--- config.mk ---
export PLATFORM = sky130hd
export DESIGN_NAME = score_keeper
export DESIGN_NICKNAME = d
export VERILOG_FILES = /design/src/rtl/game_pkg.sv /design/src/rtl/rise_edge_det.sv /design/src/rtl/score_keeper.sv
export SDC_FILE = /design/constraint.sdc
export NUM_CORES = 1
export LEC_CHECK = 0
export ABC_AREA = 1
export BUFFER_PORTS_ARGS = -buffer_cell sky130_fd_sc_hd__buf_4
export CAP_MARGIN = 20
export CORE_MARGIN = 2
export CORE_UTILIZATION = 40
export CTS_CLUSTER_DIAMETER = 120
export DETAILED_ROUTE_END_ITERATION = 7
export PLACE_DENSITY = 0.59
export SETUP_SLACK_MARGIN = 0.3
export SLEW_MARGIN = 15
export SYNTH_ARGS = -nofsm -noshare
export SYNTH_HDL_FRONTEND = slang
export SYNTH_SLANG_ARGS = --single-unit
--- constraint.sdc ---
create_clock -name clk -period 2.2 [get_ports clk]
set_input_delay 0.44 -clock clk [delete_from_list [all_inputs] [get_ports clk]]
set_output_delay 0.44 -clock clk [all_outputs]
set_load 0.005 [all_outputs]
--- src/rtl/game_pkg.sv ---
// Shared game-level types and parameter defaults for the score keeper.
package game_pkg;

   typedef enum logic [1:0] {
      ST_IDLE      = 2'd0,
      ST_PLAYING   = 2'd1,
      ST_GAME_OVER = 2'd2
   } game_state_e;

   localparam int unsigned DEF_MAX_SCORE      = 99;
   localparam int unsigned DEF_MAX_MISSES     = 3;
   localparam int unsigned DEF_HITS_PER_ROUND = 10;

endpackage

--- src/rtl/rise_edge_det.sv ---
// Rising-edge detector: pulse is high in the cycle where d is 1 and was 0
// at the previous clock edge. History resets to 1 so a level already high
// at reset release does not register as an edge.
module rise_edge_det (
   input  logic clk,
   input  logic rst,
   input  logic d,
   output logic pulse
);

   logic d_prev_q;
   logic d_prev_d;

   // Next history value is simply the current input level.
   always_comb begin
      d_prev_d = d;
   end

   // History register, preset to 1 during reset.
   always_ff @(posedge clk or negedge rst) begin
      if (!rst) d_prev_q <= 1'b1;
      else      d_prev_q <= d_prev_d;
   end

   // Edge is visible in the same cycle so the consuming update lands on that edge.
   always_comb begin
      pulse = d & ~d_prev_q;
   end

endmodule

--- src/rtl/score_keeper.sv ---
// Score keeper: game FSM (IDLE / PLAYING / GAME_OVER) with saturating score,
// miss counter and round advance, driven by edges of the button/hit/escape levels.
module score_keeper
   import game_pkg::*;
#(
   parameter int unsigned MAX_SCORE      = DEF_MAX_SCORE,
   parameter int unsigned MAX_MISSES     = DEF_MAX_MISSES,
   parameter int unsigned HITS_PER_ROUND = DEF_HITS_PER_ROUND
) (
   input  logic       clk,
   input  logic       rst,
   input  logic       start,
   input  logic       duck_hit,
   input  logic       duck_escaped,
   output logic [6:0] my_score,
   output logic       game_enable,
   output logic       playing,
   output logic       game_over,
   output logic [3:0] misses,
   output logic [3:0] round
);

   localparam logic [6:0] MAX_SCORE_L = 7'(MAX_SCORE);
   localparam logic [3:0] MAX_MISS_L  = 4'(MAX_MISSES);
   localparam logic [7:0] HPR_L       = 8'(HITS_PER_ROUND);
   localparam logic [3:0] ROUND_MAX   = 4'd9;

   logic start_rise, hit_rise, esc_rise;

   game_state_e state_q, state_d;
   logic [6:0]  score_q, score_d;
   logic [3:0]  misses_q, misses_d;
   logic [3:0]  round_q, round_d;
   logic [7:0]  hit_cnt_q, hit_cnt_d;
   logic        game_enable_q, game_enable_d;
   logic        playing_q, playing_d;
   logic        game_over_q, game_over_d;

   rise_edge_det u_start_det (.clk(clk), .rst(rst), .d(start),        .pulse(start_rise));
   rise_edge_det u_hit_det   (.clk(clk), .rst(rst), .d(duck_hit),     .pulse(hit_rise));
   rise_edge_det u_esc_det   (.clk(clk), .rst(rst), .d(duck_escaped), .pulse(esc_rise));

   // Next-state and counter updates; hit has priority over escape, start over both.
   always_comb begin
      state_d   = state_q;
      score_d   = score_q;
      misses_d  = misses_q;
      round_d   = round_q;
      hit_cnt_d = hit_cnt_q;

      unique case (state_q)
         ST_IDLE, ST_GAME_OVER: begin
            if (start_rise) begin
               state_d   = ST_PLAYING;
               score_d   = '0;
               misses_d  = '0;
               round_d   = 4'd1;
               hit_cnt_d = '0;
            end
         end
         ST_PLAYING: begin
            if (hit_rise) begin
               if (score_q < MAX_SCORE_L) score_d = score_q + 7'd1;
               if (hit_cnt_q + 8'd1 >= HPR_L) begin
                  hit_cnt_d = '0;
                  if (round_q < ROUND_MAX) round_d = round_q + 4'd1;
               end else begin
                  hit_cnt_d = hit_cnt_q + 8'd1;
               end
            end else if (esc_rise) begin
               misses_d = misses_q + 4'd1;
               if (misses_d >= MAX_MISS_L) state_d = ST_GAME_OVER;
            end
         end
         default: state_d = ST_IDLE;
      endcase

      game_enable_d = (state_d == ST_PLAYING) || (state_d == ST_GAME_OVER);
      playing_d     = (state_d == ST_PLAYING);
      game_over_d   = (state_d == ST_GAME_OVER);
   end

   // State, counters and decoded status flags, all registered.
   always_ff @(posedge clk or negedge rst) begin
      if (!rst) begin
         state_q       <= ST_IDLE;
         score_q       <= '0;
         misses_q      <= '0;
         round_q       <= 4'd1;
         hit_cnt_q     <= '0;
         game_enable_q <= 1'b0;
         playing_q     <= 1'b0;
         game_over_q   <= 1'b0;
      end else begin
         state_q       <= state_d;
         score_q       <= score_d;
         misses_q      <= misses_d;
         round_q       <= round_d;
         hit_cnt_q     <= hit_cnt_d;
         game_enable_q <= game_enable_d;
         playing_q     <= playing_d;
         game_over_q   <= game_over_d;
      end
   end

   assign my_score    = score_q;
   assign misses      = misses_q;
   assign round       = round_q;
   assign game_enable = game_enable_q;
   assign playing     = playing_q;
   assign game_over   = game_over_q;

endmodule

* Yosys cells after proc, flatten, opt, wreduce, memory -nomap -nowiden
Cells that the tools add are included.
** Storage, ports and cells
- Flip-flop bits (word level) :: 31
- Latch bits :: 0
- RAM bits :: 0
- Bits in read-only memories :: 0
- Input bits :: 5
- Output and inout port bits :: 18
- Logic and storage cells :: 66
- Memories :: 0
** Cells by class
- Add/subtract/negate cells :: 4
- Multiply operators :: 0
- Div/mod/pow operators :: 0
- $lt $le $gt $ge :: 4
- Equality and inequality tests :: 11
- Shifts and indexed selects :: 0
- Muxes and demuxes :: 22
- Bitwise operators :: 6
- Reduce and logical (&&, ||, !) cells :: 8
** Operators with widths (count)
- two-way mux 4 bit :: 7
- two-way mux 8 bit :: 3
- two-way mux 7 bit :: 3
- case mux 4 bit (2 select lines) :: 2
- case mux 8 bit (2 select lines) :: 1
- inequality test 2 bit (second input constant) :: 7
- case mux 7 bit (2 select lines) :: 1
- adder 4 x 1 -> 4 bit (second input constant) :: 2
- adder 8 x 1 -> 8 bit (second input constant) :: 1
- greater-or-equal comparator 8 x 4 -> 1 bit (second input constant) :: 1
- two-way mux 2 bit :: 4
- AND reduction 4 bit :: 2
- adder 7 x 1 -> 7 bit (second input constant) :: 1
- less-than comparator 7 bit (second input constant) :: 1
- AND reduction 5 bit :: 1
- equality test 2 x 1 -> 1 bit (second input constant) :: 2
- equality test 2 bit (second input constant) :: 2
- greater-or-equal comparator 4 x 2 -> 1 bit (second input constant) :: 1
- less-than comparator 4 bit (second input constant) :: 1
- case mux 2 bit (2 select lines) :: 1
- bitwise AND 1 bit :: 3
- inverter 1 bit :: 3
- AND reduction 3 bit :: 1
- zero test 2 bit :: 1
- other kinds (3) :: 3

* Longest topological paths before layout
Gate-level depths: netlist of run 1.
- Depth in word-level cells :: 8
- Depth in mapped cells :: 12
- Depth with buffers taken out :: 12

* Hierarchy
From an unflattened synthesis of run 1, not the netlist that was laid out.
** Unflattened totals
- Cell total of the unflattened synthesis :: 202
- Area, all modules :: 1666.6 sq um
** By module, submodules not included
- score_keeper :: instances 1, cells an instance 193, area each 1557.7 sq um, seq. area each 701.9 sq um
- rise_edge_det :: instances 3, cells an instance 3, area each 36.3 sq um, seq. area each 26.3 sq um

* Worst setup path before layout of run 1
Ideal clock, no wire load.
- Path kind :: register -> register
- From :: register hit_cnt_q[1]
- To :: register round_q[2] (netlist: round[2])
- Setup time :: 117 ps
- Arrival :: 1557 ps
- Required time :: 2083 ps
- Setup slack :: 526 ps
- Cell stages (with the launch flop) :: 13
- Buffers on the path :: 0
- Period minus slack after synthesis :: 1674 ps
- Cells stage by stage :: dfrtp_1 > inv_1 > ha_1 > inv_1 > or2_2 > nor2_1 > nor2_1 > nor2_1 > nand2_2 > nand2_4 > nand2_4 > nand2_1 > nand2_1
** On the way
- Longest elaborated chain between the ends :: 4
** Ends and longest elaborated chain
- start: declaration :: RTL line score_keeper.sv:34 : logic [7:0] hit_cnt_q, hit_cnt_d;
- start signal: assignment :: RTL line score_keeper.sv:99 : hit_cnt_q <= hit_cnt_d;
- adder 8 x 1 -> 8 bit :: RTL line score_keeper.sv:64 : if (hit_cnt_q + 8'd1 >= HPR_L) begin
- greater-or-equal comparator 8 x 4 -> 1 bit :: RTL line score_keeper.sv:64
- inequality test 2 bit (no line)
- AND reduction 5 bit (no line)
- end signal: assignment :: RTL line score_keeper.sv:98 : round_q <= round_d;
- end: declaration :: RTL line score_keeper.sv:33 : logic [3:0] round_q, round_d;
Every way passes these cells.
A chain may end at the register's enable or synchronous reset.

* Worst setup path in the final report of run 1
Ends and elaborated chain as after synthesis.

==> impl_metrics.csv, run 1 <==
group,metric,value,unit
worst_setup_path,critPathRequiredTime,2.37,ns
cts,clock_path_buffers,2,
power_and_ir_drop,ir_drop,0.730,mV
cells_and_area,drive_gt1_share,24.8,%
worst_setup_path,slowest_stage,"dfrtp_1",
timing,slew_violations,0,
worst_setup_path,worstRegToRegCells,12,
cts,cts_buffers,5,
routing,wirelength,3.35,mm
floorplanning,core_area,4030,um^2
worst_setup_path,reg2reg_from,"hit_cnt_q[1]$_DFFE_PN0P_",
power_and_ir_drop,p_leak,1.05,nW
global_route,antenna_found_initial,0,
timing,finalSetupViolations,0,
worst_setup_path,crit_fanout,6,
global_route,grt_pass1_wl,6.09,mm
yosys,syn_inst,196,
placement,gp_congestion,0.767,
timing,hold_violations,0,
worst_setup_path,start_kind,"flop",
routing,drc,0,
power_and_ir_drop,powerDensity,1110,nW/um^2
worst_setup_path,max_stage_delay,0.41,ns
timing,tns,0,ns
global_route,grt_pass1_vias,1311,
timing,finalCritPeriodShare,80.0,%
cts,clk_pin_slew,0.07,ns
timing,slew_headroom,73.3,%
routing,vias,1362,
worst_setup_path,critPathBufInv,2,
timing,min_period,1.76,ns
global_route,grt_overflow,0,
worst_setup_path,r2r_slack,0.44,ns
worst_setup_path,r2r-end,"round[2]$_DFFE_PN0P_",
cts,tritoncts,"yes",
routing,wl_per_cell,12.2,um
worst_hold_path,hold_path_class,"primary input to async pin",
routing,dr.pass1.iters,4,
floorplanning,die_x,68.9,um
cells_and_area,nNetsFinal,239,
routing,drt_iter0_drc,97,
cts,clkSinkCount,31,
outcome,status,"finished clean",
worst_setup_path,arrival,1.94,ns
routing,ant_nets,0,
worst_setup_path,critical_path_class,"flop to flop",
placement,port_buffers,22,
yosys,avgSynthCellArea,8.59,um^2
global_route,grt_max_degree,32,
floorplanning,die_y,68.9,um
floorplanning,start_util,41.8,%
global_route,grtUsageTotal,17.5,%
floorplanning,fp-row-count,23,
yosys,ys_seq_area_share,46.4,%
worst_setup_path,crit_chain,"inv_2, ha_4, inv_1, or2_4, nor2_2, nor2_1, nor2_1, nand2_2, nand2_4, nand2_4, nand2_2, nand2_1",
cells_and_area,n_antenna_cell,0,
placement,dpl.hpwl,2.38,mm
timing,fmax,568,MHz
yosys,yosys_warnings,0,
timing,rsz0062_at_grt,"false",
worst_setup_path,cp-end-kind,"flop",
floorplanning,dieArea,4740,um^2
yosys,synth_nets,210,
floorplanning,io_pins,23,
cts,clk-insertion-delay-late,0.28,ns
yosys,synth-seq-cells,31,
cts,cts-root-buf,"clkbuf_8",
cells_and_area,area_delta_synth_final,20.6,%
cells_and_area,final_core_util,50.4,%
cells_and_area,fillers,403,
timing,finalClockSkew,0.00525,ns
worst_setup_path,crit_family,"simple AND/OR/NAND/NOR gates",
yosys,yosysUniqueCellTypes,29,
yosys,syn_area,1680,um^2
flow_run,maxCapViolCount,0,
timing,worst_pin_slew,0.401,ns
cts,htreeDepth,2,
routing,vias_per_cell,4.93,
==> power by group <==
| part | switching, mW | internal, mW |
|---|---|---|
| sequential | 0.189 | 0.729 |
| combinational | 0.463 | 0.382 |
| clock | 0.211 | 0.285 |
| total | 0.863 | 1.40 |
==> Yosys cell counts (all sizes together) <==
| cell type | count | area (um^2) |
|---|---|---|
| ha | 9 | 113 |
| or2 | 1 | 6.26 |
| nand3b | 1 | 7.51 |
| o31ai | 3 | 22.5 |
| a21o | 1 | 7.51 |
| dfstp | 4 | 105 |
| inv | 29 | 109 |
| a32o | 1 | 10.0 |
| nand4 | 6 | 37.5 |
| xor2 | 4 | 35.0 |
| nor3 | 1 | 10.0 |
| o211ai | 1 | 7.51 |
| nand2 | 51 | 226 |
| xnor2 | 2 | 17.5 |
| a21oi | 4 | 23.8 |
| o22ai | 3 | 18.8 |
| nand3 | 18 | 90.1 |
| o21bai | 1 | 7.51 |
| buf | 1 | 11.3 |
| nor2 | 20 | 101 |
| o21ai | 8 | 40.0 |
| dfrtp | 27 | 676 |
==> logic make-up after synthesis <==
logic type	Yosys count	share of synthesized area (%)
buffers and inverters	30	7.14
AND/OR/NAND/NOR	98	28.5
XOR/XNOR	6	3.12
AO/OA/AOI/OAI	22	8.18
adder cells (fa/ha/maj)	9	6.69
flip-flops	31	46.4
==> metal layers <==
metal / GRT usage (%) / vias to the layer above / wire (um)
met5: 0 / - / 0
li1: - / 689 / -
met1: 24.2 / 639 / 1680
met2: 25.6 / 27 / 1470
met3: 3.41 / 7 / 130
met4: 9.80 / 0 / 70
==> placed cells by master (no fill, tap or decap), types with 6 or more instances in the layout <==
cell type	count
nor2_1	16
nand2_1	41
ha_1	8
nand3_1	18
buf_4	23
o21ai_0	8
inv_1	25
dfrtp_1	27
clkbuf_8	7
nand2_2	7
nand4_1	6
==> state kept, by name, indices dropped and copies added (netlist names) <==
register / count
u_start_det.d_prev_q: 1
game_over: 1
state_q: 2
round: 4
game_enable: 1
misses: 4
hit_cnt_q: 8
u_hit_det.d_prev_q: 1
my_score: 7
u_esc_det.d_prev_q: 1
playing: 1
==> how the worst max path moves through the flow <==
| stage | from | endpoint | slack (ns) | cells past startpoint |
|---|---|---|---|---|
| 2_1_floorplan | hit_cnt_q[1]$_DFFE_PN0P_ | round[2]$_DFFE_PN0P_ | 0.53 | 12 |
| 3_3_place_gp | hit_cnt_q[1]$_DFFE_PN0P_ | round[3]$_DFFE_PN0P_ | 0.45 | 12 |
| 3_5_place_dp | hit_cnt_q[1]$_DFFE_PN0P_ | round[3]$_DFFE_PN0P_ | 0.41 | 12 |
| 4_1_cts | hit_cnt_q[1]$_DFFE_PN0P_ | round[2]$_DFFE_PN0P_ | 0.39 | 12 |
| 5_1_grt | hit_cnt_q[1]$_DFFE_PN0P_ | round[2]$_DFFE_PN0P_ | 0.30 | 12 |
| 6_report | hit_cnt_q[1]$_DFFE_PN0P_ | round[2]$_DFFE_PN0P_ | 0.44 | 12 |
==> area by class of cell <==
type,instances,area [um^2],share of cell area (%)
sequential,31,781,38.5
clock buffer,8,100,4.93
timing repair buffer,23,173,8.51
multi-input combinational,135,805,39.6
inverter,29,109,5.36
tap,50,62.6,3.08
==> repair_timing <==
| item | CTS | global route |
|---|---|---|
| setup endpoints to repair | 0 | 4 |
| hold buffers | 0 | 0 |
| resized for setup | 0 | 6 |
| setup buffers | 0 | 0 |
==> through the flow <==
stage                     setup slack (ns)  cell area [um^2]  power [mW]  hold slack (ns)  instances
after floorplan                      0.526              1680        1.42            0.144        196
after global placement               0.448              1910        1.73            0.405        268
after detailed placement             0.413              1910        1.75            0.403        268
after CTS                            0.391              2010        2.25           0.0917        276
after global routing                 0.305              2030        2.48            0.113        276
final                                0.439              2030        2.26           0.0769        276
Note: power is estimated with default switching activity, not from simulation.
==> run 2: changes to the inputs <==
--- a/config.mk
+++ b/config.mk
@@ -5,14 +5,14 @@
 export SDC_FILE = /design/constraint.sdc
 export NUM_CORES = 1
 export LEC_CHECK = 0
-export ABC_AREA = 1
+export ABC_AREA = 0
 export BUFFER_PORTS_ARGS = -buffer_cell sky130_fd_sc_hd__buf_4
 export CAP_MARGIN = 20
 export CORE_MARGIN = 2
 export CORE_UTILIZATION = 40
 export CTS_CLUSTER_DIAMETER = 120
 export DETAILED_ROUTE_END_ITERATION = 7
-export PLACE_DENSITY = 0.59
+export PLACE_DENSITY = 0.61
 export SETUP_SLACK_MARGIN = 0.3
 export SLEW_MARGIN = 15
 export SYNTH_ARGS = -nofsm -noshare
==> constraint.sdc (replaced) <==
create_clock -name clk -period 1.5 [get_ports clk]
set_input_delay 0.3 -clock clk [delete_from_list [all_inputs] [get_ports clk]]
set_output_delay 0.3 -clock clk [all_outputs]
set_load 0.005 [all_outputs]
==> run 2 against run 1 <==
Sequential cell count unchanged. Clock-buffer cell count down 1. Largest power group is now combinational cells. Total power up 72%. Wire length up 52%. Largest cell class unchanged. The flow now finishes with violations (negative setup slack). Global-route usage up 4.4 points. First-iteration DRC count down 1.0%. Combinational power up 140%. Clock power up 29%. Worst setup slack worse by 0.85 ns. Non-clock buffer count up 71. Fmax down 7.9%. Synthesized cell count down 19%.
==> impl_metrics.csv, run 2 <==
group,metric,value,unit
routing,dr.pass1.iters,4,
cells_and_area,final_core_util,75.4,%
global_route,grt_max_degree,32,
power_and_ir_drop,p_leak,1.37,nW
yosys,synth_edf_count,0,
cts,clock_path_buffers,2,
worst_setup_path,crit_fanout,4,
power_and_ir_drop,power.share.sequential,30.5,%
timing,worst_pin_slew,0.466,ns
timing,finalClockSkew,0.00791,ns
outcome,violations,"negative setup slack",
cts,cts_buffers,5,
worst_setup_path,critPathBufInv,1,
timing,finalCritPeriodShare,127,%
floorplanning,die_y,68.6,um
worst_setup_path,cp-end-kind,"flop",
cts,cts-root-buf,"clkbuf_8",
timing,setup_ws,-0.412,ns
floorplanning,start_util,41.7,%
cells_and_area,multi_input_area,1200,um^2
routing,vias_per_cell,5.42,
yosys,yosys_warnings,0,
cells_and_area,nNetsFinal,269,
floorplanning,fp-row-count,23,
yosys,synth_area_leaders,"dfrtp_1, ha_1, dfstp_2, and3_1, nand2_1",
timing,min_period,1.91,ns
cells_and_area,fin_cells,306,
floorplanning,dieArea,4710,um^2
global_route,grt_overflow,0,
routing,vias,1657,
timing,finalSetupViolations,14,
routing,drc,0,
cells_and_area,largest_register_ffs,8,
yosys,yosys.cell_count.top_type,"dfrtp_1",
cells_and_area,final_common_cell,"buf_4",
power_and_ir_drop,p_int,2.50,mW
cells_and_area,n_antenna_cell,0,
timing,slew_violations,0,
timing,hold_violations,0,
yosys,synth-seq-cells,31,
global_route,grt_pass1_wl,7.56,mm
cts,htreeDepth,2,
power_and_ir_drop,power.clock.fraction,16.4,%
global_route,grtUsageTotal,21.9,%
cts,tritoncts,"yes",
routing,ant_nets,0,
power_and_ir_drop,powerDensity,1290,nW/um^2
worst_setup_path,critPathRequiredTime,1.72,ns
floorplanning,die_x,68.6,um
placement,dpl.hpwl,2.99,mm
placement,port_buffers,22,
cts,clkSinkCount,31,
worst_setup_path,critical_path_class,"flop to flop",
yosys,synth_top_cell_by_area,"dfrtp_1",
cells_and_area,area_delta_synth_final,80.8,%
yosys,avgSynthCellArea,10.6,um^2
outcome,status,"complete, but fails checks",
placement,gp_congestion,0.860,
yosys,synth_nets,172,
power_and_ir_drop,finalPower,3.88,mW
cts,clk-insertion-delay-late,0.29,ns
worst_setup_path,crit_family,"compound AO/OA/AOI/OAI gates",
yosys,synth_top_area_share,40.5,%
placement,dpl_worst_slack,-0.394,ns
flow_run,maxCapViolCount,0,
placement,dp.cells,273,
yosys,syn_area,1670,um^2
cells_and_area,final_cell_mix,"buf_4, buf_6, dfrtp_1",
yosys,async_flop_share,100,%
cells_and_area,drive_gt1_share,62.5,%
global_route,antenna_found_initial,0,
power_and_ir_drop,power.share.switching,35.6,%
cells_and_area,fillers,256,
worst_setup_path,max_stage_delay,0.37,ns
timing,fmax,523,MHz
yosys,syn_inst,158,
power_and_ir_drop,ir_drop,1.12,mV
floorplanning,io_pins,23,
yosys,yosysUniqueCellTypes,48,
worst_setup_path,crit_chain,"buf_4, ha_4, and3_4, nand4_1, o21a_2, o41ai_2, a22o_1",
cts,clk_pin_slew,0.07,ns
timing,rsz0062_at_grt,"true",
worst_setup_path,slowest_stage,"dfrtp_1",
power_and_ir_drop,power.switching,1.38,mW
floorplanning,core_area,4000,um^2
worst_setup_path,start_kind,"flop",
timing,slew_headroom,68.9,%
timing,holdWs,0.137,ns
yosys,ys_seq_area_share,46.8,%
yosys,synthTopCellsByCount,"dfrtp_1, nand2_1, ha_1, nor2_1",
routing,drt_iter0_drc,96,
global_route,grt_pass1_vias,1607,
power_and_ir_drop,combPwrFrac,53.1,%
routing,wirelength,5.10,mm
routing,wl_per_cell,16.7,um
cells_and_area,regMostFlops,"hit_cnt_q",
worst_setup_path,arrival,2.14,ns
worst_hold_path,hold_path_class,"primary input to flop",
yosys,synth_flop_cell,"dfrtp_1",
worst_setup_path,r2r_slack,-0.41,ns
cells_and_area,seqCellArea,782,um^2
run 2: cell types whose count changed in the layout (fill, tap and decap cells not counted), moves of 8 or more:
cell     delta
buf_6      +36
nand2_1    -33
buf_4      +32
inv_1      -18
nand3_1    -15
nor2_1      -8
run 2: cell type report:
cell class | instances | share of cell area, %
Multi-Input combinational cell | 116 | 39.7
Timing Repair Buffer | 94 | 28.8
Sequential cell | 31 | 25.9
Clock buffer | 7 | 2.53
Tap cell | 50 | 2.07
Inverter | 7 | 0.871
Clock inverter | 1 | 0.166
run 2: per-layer routing:
layer | wire length (um) | track usage, %
met5 | 0 | 0
met4 | 34 | 7.50
met3 | 117 | 3.73
met2 | 2830 | 38.9
met1 | 2110 | 26.5
run 2: power by group through the flow:
stage	registers [mW]	clock network [mW]	logic, mW
after floorplan	1.18	0	0.638
after global placement	1.14	0	1.28
after detailed placement	1.15	0	1.32
after CTS	1.15	0.646	1.68
after global routing	1.21	0.688	2.21
final	1.18	0.639	2.06
run 2: stage by stage:
stage          TNS (ns)  cell area, um^2
6_report          -3.30             3020
5_1_grt           -4.43             3020
4_1_cts           -2.63             2670
3_5_place_dp      -3.42             2280
3_3_place_gp      -2.97             2280
2_1_floorplan     -2.05             1750
run 2: path summary, 6_finish.rpt:
check,from,endpoint,depth (start not counted)
max in group asynchronous,rst,u_esc_det.d_prev_q$_DFF_PN1_,2
hold reg to reg,round[3]$_DFFE_PN0P_,round[3]$_DFFE_PN0P_,1
setup reg to reg,hit_cnt_q[1]$_DFFE_PN0P_,hit_cnt_q[2]$_DFFE_PN0P_,7
hold / removal,duck_escaped,u_esc_det.d_prev_q$_DFF_PN1_,1
min in group asynchronous,rst,state_q[0]$_DFF_PN0_,2
setup / recovery,hit_cnt_q[1]$_DFFE_PN0P_,hit_cnt_q[2]$_DFFE_PN0P_,7
run 2: cell families (layout without fill, tap and decap cells):
logic type	after synthesis	after routing	share of synthesized area, %
compound gates	38	38	15.7
mux	4	4	2.47
buf+inv	11	109	3.45
flops	31	31	46.8
xor+xnor	7	7	3.67
simple gates	58	58	21.1
fa+ha+maj	9	9	6.75
run 2: timing repair:
item / 4_1_cts / 5_1_grt
gates cloned: 1 / 0
buffers inserted: 8 / 15
gates resized for setup: 47 / 44
hold buffers: 1 / 0
pin swaps: 13 / 20
endpoints found under the hold margin: 27 / 0
endpoints found under the setup margin: 37 / 37
